===== config.mk =====
export PLATFORM = sky130hd
export DESIGN_NAME = disc_flipper
export DESIGN_NICKNAME = d
export VERILOG_FILES = /design/src/rtl/disc_flipper.sv
export SDC_FILE = /design/constraint.sdc
export NUM_CORES = 1
export LEC_CHECK = 0
export CORE_MARGIN = 1.5
export CORE_UTILIZATION = 54
export DETAILED_ROUTE_END_ITERATION = 10
export GPL_ROUTABILITY_DRIVEN = 0
export GPL_TIMING_DRIVEN = 0
export MAX_ROUTING_LAYER = met4
export PLACE_DENSITY_LB_ADDON = 0.08
export REMOVE_ABC_BUFFERS = 1
export SLEW_MARGIN = 0
export SYNTH_ARGS = -nofsm -noshare
export SYNTH_HDL_FRONTEND = slang
export SYNTH_SLANG_ARGS = --single-unit

===== constraint.sdc =====
create_clock -name clock -period 3.95 [get_ports clock]
set_clock_uncertainty 0.2 [all_clocks]
set_input_delay 0.395 -clock clock [delete_from_list [all_inputs] [get_ports clock]]
set_output_delay 0.395 -clock clock [all_outputs]
set_load 0.1 [all_outputs]

===== src/rtl/disc_flipper.sv =====
// Flip walker: from a newly placed disc, steps along one direction through board memory
// and recolours opponent discs until it meets the player's own disc, an empty cell or the edge.
module disc_flipper #(
    parameter int DIM_LOG2 = 3,
    parameter int ADDR_W   = 7
) (
    input  logic              clock,
    input  logic              reset,
    input  logic              start,
    input  logic [ADDR_W-1:0] s_addr_in,
    input  logic [2:0]        dir_in,
    input  logic              player,
    output logic [ADDR_W-1:0] mem_addr,
    input  logic [1:0]        mem_rdata,
    output logic              mem_we,
    output logic [1:0]        mem_wdata,
    output logic              busy,
    output logic              done,
    output logic              err,
    output logic [2:0]        flip_count
);

    localparam int D = DIM_LOG2;

    typedef enum logic [1:0] {
        S_IDLE  = 2'd0,
        S_READ  = 2'd1,
        S_CHECK = 2'd2,
        S_DONE  = 2'd3
    } state_t;

    // One step from (row,col) in direction dir; MSB flags a step off the board.
    function automatic logic [2*D:0] f_step(
        input logic [D-1:0] row,
        input logic [D-1:0] col,
        input logic [2:0]   dir
    );
        logic         off;
        logic [D-1:0] nr;
        logic [D-1:0] nc;
        off = 1'b0;
        nr  = row;
        nc  = col;
        case (dir)
            3'd0, 3'd1, 3'd7: begin
                if (row == {D{1'b0}}) off = 1'b1;
                else                  nr  = row - {{(D-1){1'b0}}, 1'b1};
            end
            3'd3, 3'd4, 3'd5: begin
                if (row == {D{1'b1}}) off = 1'b1;
                else                  nr  = row + {{(D-1){1'b0}}, 1'b1};
            end
            default: nr = row;
        endcase
        case (dir)
            3'd1, 3'd2, 3'd3: begin
                if (col == {D{1'b1}}) off = 1'b1;
                else                  nc  = col + {{(D-1){1'b0}}, 1'b1};
            end
            3'd5, 3'd6, 3'd7: begin
                if (col == {D{1'b0}}) off = 1'b1;
                else                  nc  = col - {{(D-1){1'b0}}, 1'b1};
            end
            default: nc = col;
        endcase
        return {off, nr, nc};
    endfunction

    state_t            r_state;
    state_t            w_next_state;
    logic [D-1:0]      r_row;
    logic [D-1:0]      r_col;
    logic [2:0]        r_dir;
    logic [1:0]        r_colour;
    logic              r_offb;
    logic [ADDR_W-1:0] r_mem_addr;
    logic [2:0]        r_flip_count;
    logic              r_err;

    logic [2*D:0]      w_start_step;
    logic [2*D:0]      w_next_step;
    logic              w_org_valid;
    logic              w_is_opp;
    logic              w_is_own;

    // An origin with address bits above the row/col field is not a board cell.
    assign w_org_valid  = ((s_addr_in >> (2 * D)) == '0);
    assign w_start_step = f_step(s_addr_in[2*D-1:D], s_addr_in[D-1:0], dir_in);
    assign w_next_step  = f_step(r_row, r_col, r_dir);
    assign w_is_opp     = (mem_rdata == ~r_colour);
    assign w_is_own     = (mem_rdata == r_colour);

    // State register.
    always_ff @(posedge clock) begin
        if (reset) r_state <= S_IDLE;
        else       r_state <= w_next_state;
    end

    // Next-state logic; the off-board origin case passes through READ without a memory access.
    always_comb begin
        w_next_state = r_state;
        case (r_state)
            S_IDLE: begin
                if (start) w_next_state = S_READ;
                else       w_next_state = S_IDLE;
            end
            S_READ: begin
                if (r_offb) w_next_state = S_DONE;
                else        w_next_state = S_CHECK;
            end
            S_CHECK: begin
                if (w_is_opp && !w_next_step[2*D]) w_next_state = S_READ;
                else                               w_next_state = S_DONE;
            end
            S_DONE:  w_next_state = S_IDLE;
            default: w_next_state = S_IDLE;
        endcase
    end

    // Walk position, latched pass parameters and result registers.
    always_ff @(posedge clock) begin
        if (reset) begin
            r_row        <= {D{1'b0}};
            r_col        <= {D{1'b0}};
            r_dir        <= 3'd0;
            r_colour     <= 2'b00;
            r_offb       <= 1'b0;
            r_mem_addr   <= {ADDR_W{1'b0}};
            r_flip_count <= 3'd0;
            r_err        <= 1'b0;
        end else begin
            case (r_state)
                S_IDLE: begin
                    if (start) begin
                        r_dir        <= dir_in;
                        r_colour     <= player ? 2'b10 : 2'b01;
                        r_flip_count <= 3'd0;
                        r_err        <= 1'b0;
                        r_offb       <= w_start_step[2*D] | ~w_org_valid;
                        r_row        <= w_start_step[2*D-1:D];
                        r_col        <= w_start_step[D-1:0];
                        if (!w_start_step[2*D] && w_org_valid)
                            r_mem_addr <= ADDR_W'(w_start_step[2*D-1:0]);
                    end
                end
                S_READ: begin
                    if (r_offb) r_err <= 1'b1;
                end
                S_CHECK: begin
                    if (w_is_opp) begin
                        r_flip_count <= r_flip_count + 3'd1;
                        if (w_next_step[2*D]) begin
                            r_err <= 1'b1;
                        end else begin
                            r_row      <= w_next_step[2*D-1:D];
                            r_col      <= w_next_step[D-1:0];
                            r_mem_addr <= ADDR_W'(w_next_step[2*D-1:0]);
                        end
                    end else if (!w_is_own) begin
                        r_err <= 1'b1;
                    end
                end
                default: r_err <= r_err;
            endcase
        end
    end

    // The write must land in the same cycle the read data arrives, so mem_we is decoded directly.
    assign mem_we     = (r_state == S_CHECK) && w_is_opp && !reset;
    assign mem_addr   = r_mem_addr;
    assign mem_wdata  = r_colour;
    assign busy       = (r_state != S_IDLE);
    assign done       = (r_state == S_DONE);
    assign err        = r_err;
    assign flip_count = r_flip_count;

endmodule

* Yosys cells after proc, flatten, opt, wreduce, memory -nomap -nowiden *
Index checks and enable logic that the tools add are counted.

word-level totals
  register bits = 25
  logic and storage cells = 133
  bits of input ports = 16
  output and inout bits = 16

cells by class
  add/subtract/negate cells = 9
  bitwise logic cells = 3
  reductions and logical operators = 31
  mux-type cells = 51
  equality and inequality tests = 30

operator list
  cell                                              number
  2-to-1 mux 3 bit                                  16
  one-hot mux 3 bit (2 select lines)                7
  == test 3 bit, second input constant              12
  2-to-1 mux 7 bit                                  4
  OR reduction 3 bit                                8
  zero test 3 bit                                   6
  adder 3 x 1 -> 3 bit, second input constant       5
  2-to-1 mux 1 bit                                  15
  one-hot mux 7 bit (2 select lines)                1
  == test 3 x 2 -> 1 bit, second input constant     4
  subtractor 3 x 1 -> 3 bit, second input constant  4
  inequality test 2 bit, second input constant      5
  AND reduction 5 bit                               2
  one-hot mux 1 bit (2 select lines)                4
  one-hot mux 2 bit (4 select lines)                1
  zero test 7 bit                                   1
  == test 3 x 1 -> 1 bit, second input constant     2
  inequality test 3 bit, second input constant      2
  == test 2 bit                                     2
  == test 2 bit, second input constant              2
  logical AND 1 bit                                 4
  2-to-1 mux 2 bit                                  2
  AND reduction 4 bit                               1
  nonzero test 2 bit                                2
  10 further kinds                                  12

* Depth between registers and ports, before layout *
  word-level depth = 10
  depth in mapped cells = 9
  gate-level depth less buffers = 8

* Worst setup path before layout *
OpenSTA, ideal clock, no wires.

  path type = reg-to-output
  start = register r_colour[0], in the netlist mem_wdata[0]
  end = output mem_we
  data required time = 3355 ps
  arrival = 2765 ps
  stages on the path, launching flop included = 4
  slack = 590 ps
  cell sequence = dfxtp_1 -> xnor2_1 -> or2_2 -> nor2_1

on the way
  cells in the longest elaborated chain, start to end = 4

RTL lines
  what                            RTL line  text
  from (decl)                     74        logic [1:0] r_colour;
  from (signal assigned)          136       r_colour <= player ? 2'b10 : 2'b01;
  inverter 2 bit                  90        assign w_is_opp = (mem_rdata == ~r_colour);
  == test 2 bit                   90
  logical AND 1 bit (2 in a row)  169       assign mem_we = (r_state == S_CHECK) && w_is_opp && !reset;
  to (decl)                       15        output logic mem_we,

Every way passes these cells.

* Final worst setup path *
  start = input reset
  end = output mem_we

on the way
  cells in the longest elaborated chain, start to end = 2

RTL lines
  what               RTL line  text
  from (decl)        8         input logic reset,
  zero test 1 bit    169
  logical AND 1 bit  169

Every way passes these cells.

==> results.json <==
{
  "status": "completed",
  "hold_path.class": "reg2reg",
  "grt_usage_pct": 22.9,
  "setup_viol": 0,
  "max_slew.worst_pin.slew_ns": 0.996,
  "cts_buffers": 3,
  "area_growth_syn_to_layout_pct": 18.0,
  "cts.sinks": 24,
  "use_met2_pct": 37.9,
  "max_freq_mhz": 278,
  "multi_input_area_mm2": 0.00138,
  "utilization_pct": 68.0,
  "crit_required_ns": 3.36,
  "initial_core_util_pct": 57.7,
  "max-cap-violations": 0,
  "dieHeight_um": 63.6,
  "grt_max_degree": 29,
  "maxSlewViolCount": 0,
  "finalPower_w": 0.000926,
  "holdWs_ns": 0.297,
  "diodes": 0,
  "synthArstFlopShare_pct": 0,
  "cts-root-buf": "clkbuf_8",
  "grt_pass1_wl_um": 7370,
  "p_leak_nw": 0.916,
  "hold_viol_final": 0,
  "seqCellArea_um2": 480,
  "cts_tree": "built",
  "vias": 1801,
  "syn_avg_cell_area_um2": 8.01,
  "pre_cts_ws_ns": 0.322,
  "tns_ns": 0,
  "nFillCells": 319,
  "fin_ws_ns": 0.351,
  "wl_um": 4330,
  "cts_buffer_depth": 2,
  "grt_busiest_layer": "met2",
  "synthTopCellsByArea": "dfxtp_1 (24%), ha_1 (11%), mux2i_1 (5.5%), a21oi_1 (4.5%), nor2_1 (4.3%)",
  "h-tree-depth": 1,
  "synth_top_area_share_pct": 24.2,
  "power_density_mw_per_mm2": 395,
  "die_x_um": 63.6,
  "synth_seq_cells": 24,
  "fin_crit_ns": 3.60,
  "ys_dominant_reg_cell": "dfxtp_1",
  "antenna_found_initial": 0,
  "dp_hpwl_um": 3110,
  "vias_per_cell": 5.75,
  "worstPathArrival_ns": 3.00,
  "crit_path_max_fanout": 28,
  "grt_pass1_vias": 1689,
  "ant_nets": 0,
  "ir_drop_v": 0.000278,
  "num_rows": 21,
  "drcViolationCount": 0,
  "core-area_mm2": 0.00344,
  "drt_pass1_iterations": 4,
  "nNetsFinal": 301,
  "wl_per_cell_um": 13.8,
  "synthCells": 248,
  "dr.first_iter.drc_count": 162,
  "grtUsageMet3_pct": 2.86,
  "grt.overflow.total": 0,
  "slew_headroom_pct": 33.4,
  "gr-usage-met1_pct": 28.6,
  "io_buffers": 30,
  "post_cts_buffers": 0,
  "synth_area_mm2": 0.00199,
  "synth_edf_count": 0,
  "synth_top_area_cell": "dfxtp_1",
  "clk_pin_slew_ns": 0.09,
  "critPathKind": "in2out",
  "cp-end-kind": "output pin",
  "finalCritPeriodShare_pct": 91.1,
  "startpoint_type": "primary input",
  "yosysWarnings": 0,
  "ys_seq_area_share_pct": 24.2,
  "clock_latency_ns": 0.27,
  "drive_gt1_share_pct": 5.99,
  "ctsHoldBuffers": 0,
  "cts_resized": 0,
  "io-pin-count": 32,
  "synth.distinct_cells": 56,
  "grt_setup_unrepaired": "no",
  "die-area_mm2": 0.00405
}
-- logic make-up after synthesis --
family	share of synthesized area, %
adders and majority gates	10.7
other	0.189
xor gates and xnor gates	3.09
AOI/OAI and AO/OA	23.2
DFF	24.2
buffers and inverters	6.11
and+or+nand+nor	25.1
muxes	7.44
-- layer usage --
layer	wire length [um]	up-vias
met3	162	8
li1	-	925
met1	2050	831
met5	0	-
met4	93	0
met2	2020	37
-- registers in the layout, summed over array words and instances (netlist names) --
register    flops
mem_addr        6
flip_count      3
r_col           3
r_dir           3
r_row           3
mem_wdata       2
r_state         2
err             1
r_offb          1
-- final timing paths --
path | cells after the start | end | start | slack (ns)
hold / removal | 2 | flip_count[1] | flip_count[1] | 0.30
hold reg to reg | 2 | flip_count[1] | flip_count[1] | 0.30
setup / recovery | 4 | mem_we | reset | 0.35
setup reg to reg | 6 | r_row[0] | r_state[0] | 1.32
-- metrics by stage --
step                cells  area, um^2
floorplan             233        1910
global placement      309        2270
detailed placement    309        2270
CTS                   313        2340
global route          313        2340
finish                313        2340
-- synthesized netlist by cell type (2+ instances only) --
cell and count:
dfxtp_1 24, nor2_1 23, nand2_1 20, a21oi_1 18
ha_1 17, inv_1 13, mux2i_1 11, nor2b_1 10
clkbuf_1 9, nand2b_1 8, nand3_1 7, o21ai_0 7
nor3_1 6, xnor2_1 6, nand3b_1 5, nor3b_1 5
buf_2 4, o221ai_1 4, and3_1 3, o211ai_1 3
o32ai_1 3, or2_2 3, a211oi_1 2, mux2_2 2
o22ai_1 2, o31ai_1 2, or3_1 2
-- cells in the final DEF (no fill, tap or decap), types with 7 or more instances in the layout --
cell             instances
mux2i_1                 11
clkdlybuf4s50_1         30
nand3_1                  7
o21ai_0                  7
a21oi_1                 18
ha_1                    17
nor2b_1                 10
dfxtp_1                 24
nand2_1                 20
nor2_1                  23
nand2b_1                 8
inv_1                   13
-- final cells by class --
| class | instances | area share [%] |
|---|---|---|
| clock buffers | 3 | 1.76 |
| flip-flops and latches | 24 | 20.5 |
| inverters | 13 | 2.08 |
| multi-input cells | 196 | 59.1 |
| well taps | 46 | 2.46 |
| repair buffers | 30 | 12.8 |
| clock inverters | 1 | 1.28 |
-- power breakdown --
group          internal (W)  switching, W  leakage, nW  total, W
Clock              0.000136     0.0000826       0.0357  0.000218
Combinational      0.000159      0.000248        0.683  0.000407
Sequential         0.000268     0.0000318        0.197  0.000300
-- critical path, stage by stage --
cell             delay [ns]
clkdlybuf4s50_1        0.92
nand2b_1               0.40
nor2_1                 0.13
clkdlybuf4s50_1        1.14
No activity file was read; power rests on OpenSTA's default activity.
==> RTL change 1: new RTL, same flow settings <==
Set the parameter `ADDR_W` to 9 (it was 7).
--- a/src/rtl/disc_flipper.sv
+++ b/src/rtl/disc_flipper.sv
@@ -2,7 +2,7 @@
 // and recolours opponent discs until it meets the player's own disc, an empty cell or the edge.
 module disc_flipper #(
     parameter int DIM_LOG2 = 3,
-    parameter int ADDR_W   = 7
+    parameter int ADDR_W   = 9
 ) (
     input  logic              clock,
     input  logic              reset,
Interface: changed (resized mem_addr and s_addr_in); port bits go from 32 to 36. The function was not compared with the original's and may differ.
==> RTL change 1 against the unedited design <==
Critical path depth increased by 1; die area increased by 3.6%; routed wire length grew 7.3%; setup slack worse by 0.12 ns; hold slack lost 0.016 ns; sequential cell count stayed put; largest cell class unchanged; cell area rose by 2.4%; clock power shrank 33%; sequential share of layout area fell by 0.48 points; non-clock buffer count rose by 2; cell count increased by 4.2%; total power fell by 9.2%; synthesized area increased by 3.8%.
==> RTL change 1: results (changes against the unedited design) <==
| Metric | Value |
|---|---|
| VDD IR-drop max | 0.000239 V (-14%) |
| Seq/Total Area, Yosys | 23.3% (-0.88 points) |
| Max reg flops | 6 (unchanged) |
| Top post-synthesis cells by count | nand2_1, dfxtp_1, a21oi_1, nor2_1, ha_1 |
| Status | completed |
| N_diodes | 0 (unchanged) |
| Worst path slowest cell | dlygate4sd2_1 |
| DRT iter0 DRCs | 127 (-22%) |
| Pre-CTS worst setup slack | 0.244 ns (-0.0774 ns) |
| Setup slack, reg-to-reg | 0.90 ns (-0.42 ns) |
| R2R cell count | 6 (unchanged) |
| Count of different cell masters after synthesis | 65 (+16%) |
| Ratio of cells with drive above 1 in the final layout | 5.04% (-0.96 points) |
| CP Data Arrival Time | 3.12 ns (+0.12 ns) |
| Top sig layer | met4 |
| Fin nets | 315 (+4.7%) |
| Port Buffer Count | 32 (+6.7%) |
| Clock Pin Slew Worst Setup and Hold Paths | 0.09 ns (about the same) |
| Worst R2R End | mem_addr[3] |
| H-tree depth | 1 (unchanged) |
| Initial antenna violation count | 0 (unchanged) |
| Largest net degree at the start of global routing | 27 (-6.9%) |
| Root buffer cell | clkbuf_8 |
| Vias in the first global route | 1,809 (+7.1%) |
| First-pass GRT wire length | 8070 um (+9.5%) |
| DRT Pass-1 Iters | 4 (unchanged) |
| Worst Hold Endpoint | flip_count[1] |
| Hold path startpoint | flip_count[1] |
| Met2 WL post-DR | 2170 um (+7.3%) |
| WHS Path Cells | 2 (unchanged) |
| M1 WL | 2210 um (+7.9%) |
| Top cells by area, synth | dfxtp_1, ha_1, mux2i_1, a21oi_1, nand2_1 |
| CP max FO | 19 (-32%) |
| Vias per Instance | 5.78 (+0.44%) |
| Critical path class | reg2out |
| Reg2reg start | r_state[0] |
| Detailed Place HPWL | 3370 um (+8.5%) |
| Synth warn | 0 (unchanged) |
| Global Route Usage Sum | 24.7% (+1.8 points) |
| Worst skew pair latency | 0.26 ns |
| Hold Crit Class | reg2reg |
| Max clock buf depth | 2 (unchanged) |
| DRT Wirelength | 4650 um (+7.3%) |
| WL met3 | 207 um (+28%) |
| Leak pwr | 0.000951 uW (+3.9%) |
| Worst Max-Slew Pin Slew | 0.978 ns (-0.0184 ns) |
| Clock buffer count from CTS | 3 (unchanged) |
| Async S/R FF share, synth | 0% (unchanged) |
| Crit-path max cell delay | 0.89 ns (-0.25 ns) |
[RTL change 1: changes by cell type in the layout (fill, tap and decap cells not counted), sizes merged, moves of 3 or more]
cell	change
a221oi	+3
inv	+3
nor2b	-3
nand2	+5
nor3b	-4
o211ai	-3
nor2	-5
a21oi	+6
[RTL change 1: timing repair]
| item | in CTS | in global routing |
|---|---|---|
| buffers inserted | 0 | 0 |
| resized for setup | 1 | 0 |
| endpoints found under the setup margin | 1 | 0 |
| hold endpoints to repair | 0 | 0 |
[RTL change 1: worst max path at each step]
stage                     endpoint  cells past startpoint  slack (ns)
final                       mem_we                      5        0.23
after floorplan             mem_we                      3       -0.16
after global placement      mem_we                      5        0.25
after CTS                   mem_we                      5        0.25
after global routing        mem_we                      5        0.05
after detailed placement    mem_we                      5        0.24
[RTL change 1: metrics by stage]
step | instance area [sq um] | hold slack [ns] | setup TNS (ns) | instances
final | 2400 | 0.281 | 0 | 326
after global routing | 2400 | 0.316 | 0 | 326
after floorplan | 1980 | 0.264 | -0.157 | 243
after CTS | 2400 | 0.288 | 0 | 326
after detailed placement | 2360 | 0.267 | 0 | 323
after global placement | 2360 | 0.263 | 0 | 323
[RTL change 1: where the power goes]
part	switching [uW]	leakage (uW)	total [uW]	internal, uW
sequential	30.6	0.000196	297	266
clock	76.8	0.0000216	145	68.2
combinational	255	0.000733	399	144
total	362	0.000951	841	478
[RTL change 1: cells by family after synthesis]
kind of cell	count (synthesis)	share of synthesized area, %
compound gates	68	24.3
xor+xnor	5	2.12
fa+ha+maj	17	10.3
simple gates	94	24.0
flops	24	23.3
buf+inv	34	7.47
other cells	1	0.182
mux	15	8.20
[RTL change 1: critical path: cells and delay by family (launching register included)]
| kind | cells | cell delay (ns) |
|---|---|---|
| adder cells (fa/ha/maj) | 1 | 0.68 |
| buffers and inverters | 3 | 1.53 |
| flip-flops | 1 | 0.34 |
| AND/OR/NAND/NOR | 1 | 0.29 |
[RTL change 1: area by class of cell]
cell class                      instances  area (sq um)
Sequential cell                        24           480
Fill cell                             324          1260
Clock buffer                            3          41.3
Multi-Input combinational cell        202          1430
Inverter                               17          63.8
Tap cell                               48          60.1
Timing Repair Buffer                   32           319
[RTL change 1: metal layers]
metal,GRT usage (%),up-vias
met4,5.85,0
met2,40.7,46
li1,-,965
met3,4.17,4
met5,-,-
met1,31.5,869
==> RTL change 2: new RTL, same flow settings <==
Made on the original files. The 4 states of `state_t` get a one-hot encoding in 4 bits.
--- a/src/rtl/disc_flipper.sv
+++ b/src/rtl/disc_flipper.sv
@@ -22,11 +22,11 @@
 
     localparam int D = DIM_LOG2;
 
-    typedef enum logic [1:0] {
-        S_IDLE  = 2'd0,
-        S_READ  = 2'd1,
-        S_CHECK = 2'd2,
-        S_DONE  = 2'd3
+    typedef enum logic [3:0] {
+        S_IDLE  = 4'b0001,
+        S_READ  = 4'b0010,
+        S_CHECK = 4'b0100,
+        S_DONE  = 4'b1000
     } state_t;
 
     // One step from (row,col) in direction dir; MSB flags a step off the board.
Check against the original RTL: no difference found for any inputs over 10 cycles, from zero or initial values and one cycle with reset high; not proved beyond that.
==> RTL change 2 against the unedited design <==
Sequential cell count rose by 2; routed wire length rose by 12%; cell area increased by 3.6%; setup slack improved by 0.18 ns; total power decreased by 7.8%; synthesized area rose by 4.1%; register-to-register slack worse by 0.04 ns; cell count rose by 8.3%; critical path type is now reg2out.
==> RTL change 2: results (changes against the unedited design) <==
| Metric | Value |
|---|---|
| Leak pwr | 0.000917 uW (+0.19%) |
| GR Layer Usage met3 | 2.60% (-0.25 points) |
| DRT iter0 DRCs | 113 (-30%) |
| Ratio of cells with drive above 1 in the final layout | 6.19% (+0.19 points) |
| First-pass GRT wire length | 8040 um (+9.1%) |
| Status | completed |
| Clock buffer count from CTS | 3 (unchanged) |
| CP Data Arrival Time | 2.82 ns (-0.18 ns) |
| Postcts setup bufs | 0 (unchanged) |
| CP max FO | 11 (-61%) |
| WL met3 | 196 um (+21%) |
| Seq/Total Area, Yosys | 25.2% (+0.99 points) |
| Fin nets | 321 (+6.6%) |
| M1 WL | 2390 um (+17%) |
| Detailed Place HPWL | 3650 um (+17%) |
| Worst skew pair latency | about 0.28 ns |
| Post-Layout Cell Count | 339 (+8.3%) |
| Worst Max-Slew Pin Slew | 0.973 ns (-0.0227 ns) |
| Met2 WL post-DR | 2200 um (+8.7%) |
| Top post-synthesis cells by count | nand2_1, dfxtp_1, a21oi_1, inv_1, nor2_1 |
| Syn avg cell area | 7.57 sq um (-5.4%) |
| Placement Cell Area | 2350 sq um (+3.7%) |
| Count of different cell masters after synthesis | 63 (+13%) |
| Global Route Usage Sum | 24.8% (+1.9 points) |
| VDD IR-drop max | 0.000195 V (-30%) |
| Max clock buf depth | 2 (unchanged) |
| Critical path launch point | r_state[2] |
| Met1 Use GR | 33.8% (+5.2 points) |
| Vias in the first global route | 1,741 (+3.1%) |
| Largest net degree at the start of global routing | 23 (-21%) |
| H-tree depth | 1 (unchanged) |
| Vias per Instance | 5.93 (+3.0%) |
| Met2 GRT Util | 40.1% (+2.2 points) |
| DR WL/cell | 14.3 um (+3.1%) |
| Async S/R FF share, synth | 0% (unchanged) |
| Hold path startpoint | mem_addr[4] |
| Top cells by area, synth | dfxtp_1, ha_1, nand2_1, a21oi_1, nand3b_1 |
| DRT Pass-1 Iters | 4 (unchanged) |
| N_diodes | 0 (unchanged) |
RTL change 2: cell count changes after synthesis, sizes merged, moves of 6 or more:
| cell | delta |
|---|---|
| nand2 | +16 |
| nand3b | +6 |
| nor2b | -6 |
| o21ai | +8 |
| mux2i | -10 |
| a21oi | +6 |
| inv | +7 |
| a31oi | +6 |
RTL change 2: critical path, stage by stage, from the launching register on:
cell             delay, ns
dfxtp_1               0.52
nor4b_4               0.56
nand3_4               0.19
nor2_1                0.13
clkdlybuf4s50_1       1.15
RTL change 2: kinds of logic after synthesis:
kind of cell             Yosys count  share of synthesized area [%]
flip-flops                        26                           25.2
multiplexers                       2                           1.03
adder cells (fa/ha/maj)           13                           7.87
other                              1                          0.181
XOR/XNOR                           5                           2.12
buffers and inverters             36                           7.14
AND/OR/NAND/NOR                  111                           30.4
AO/OA/AOI/OAI                     79                           26.1
RTL change 2: path summary, 6_finish.rpt:
kind / endpoint / slack (ns) / cells after the start
max: mem_we / 0.53 / 4
min: mem_addr[4] / 0.27 / 2
max reg2reg: mem_addr[3] / 1.28 / 5
min reg2reg: mem_addr[4] / 0.27 / 2
RTL change 2: area by class of cell:
class                           count  area, sq um
Clock buffer                        3         41.3
Sequential cell                    26          520
Fill cell                         316         1230
Tap cell                           48         60.1
Multi-Input combinational cell    211         1400
Inverter                           20         75.1
Clock inverter                      1         30.0
Timing Repair Buffer               30          300
RTL change 2: per-stage QoR:
step	TNS (ns)	setup WS, ns
after floorplan	-0.0817	-0.0817
after global placement	0	0.744
after detailed placement	0	0.744
after CTS	0	0.525
after global routing	0	0.398
final	0	0.533
RTL change 2: where the power goes:
part	internal [uW]	switching, uW
logic	108	210
registers	285	28.5
clock network	136	86.6
total	529	325
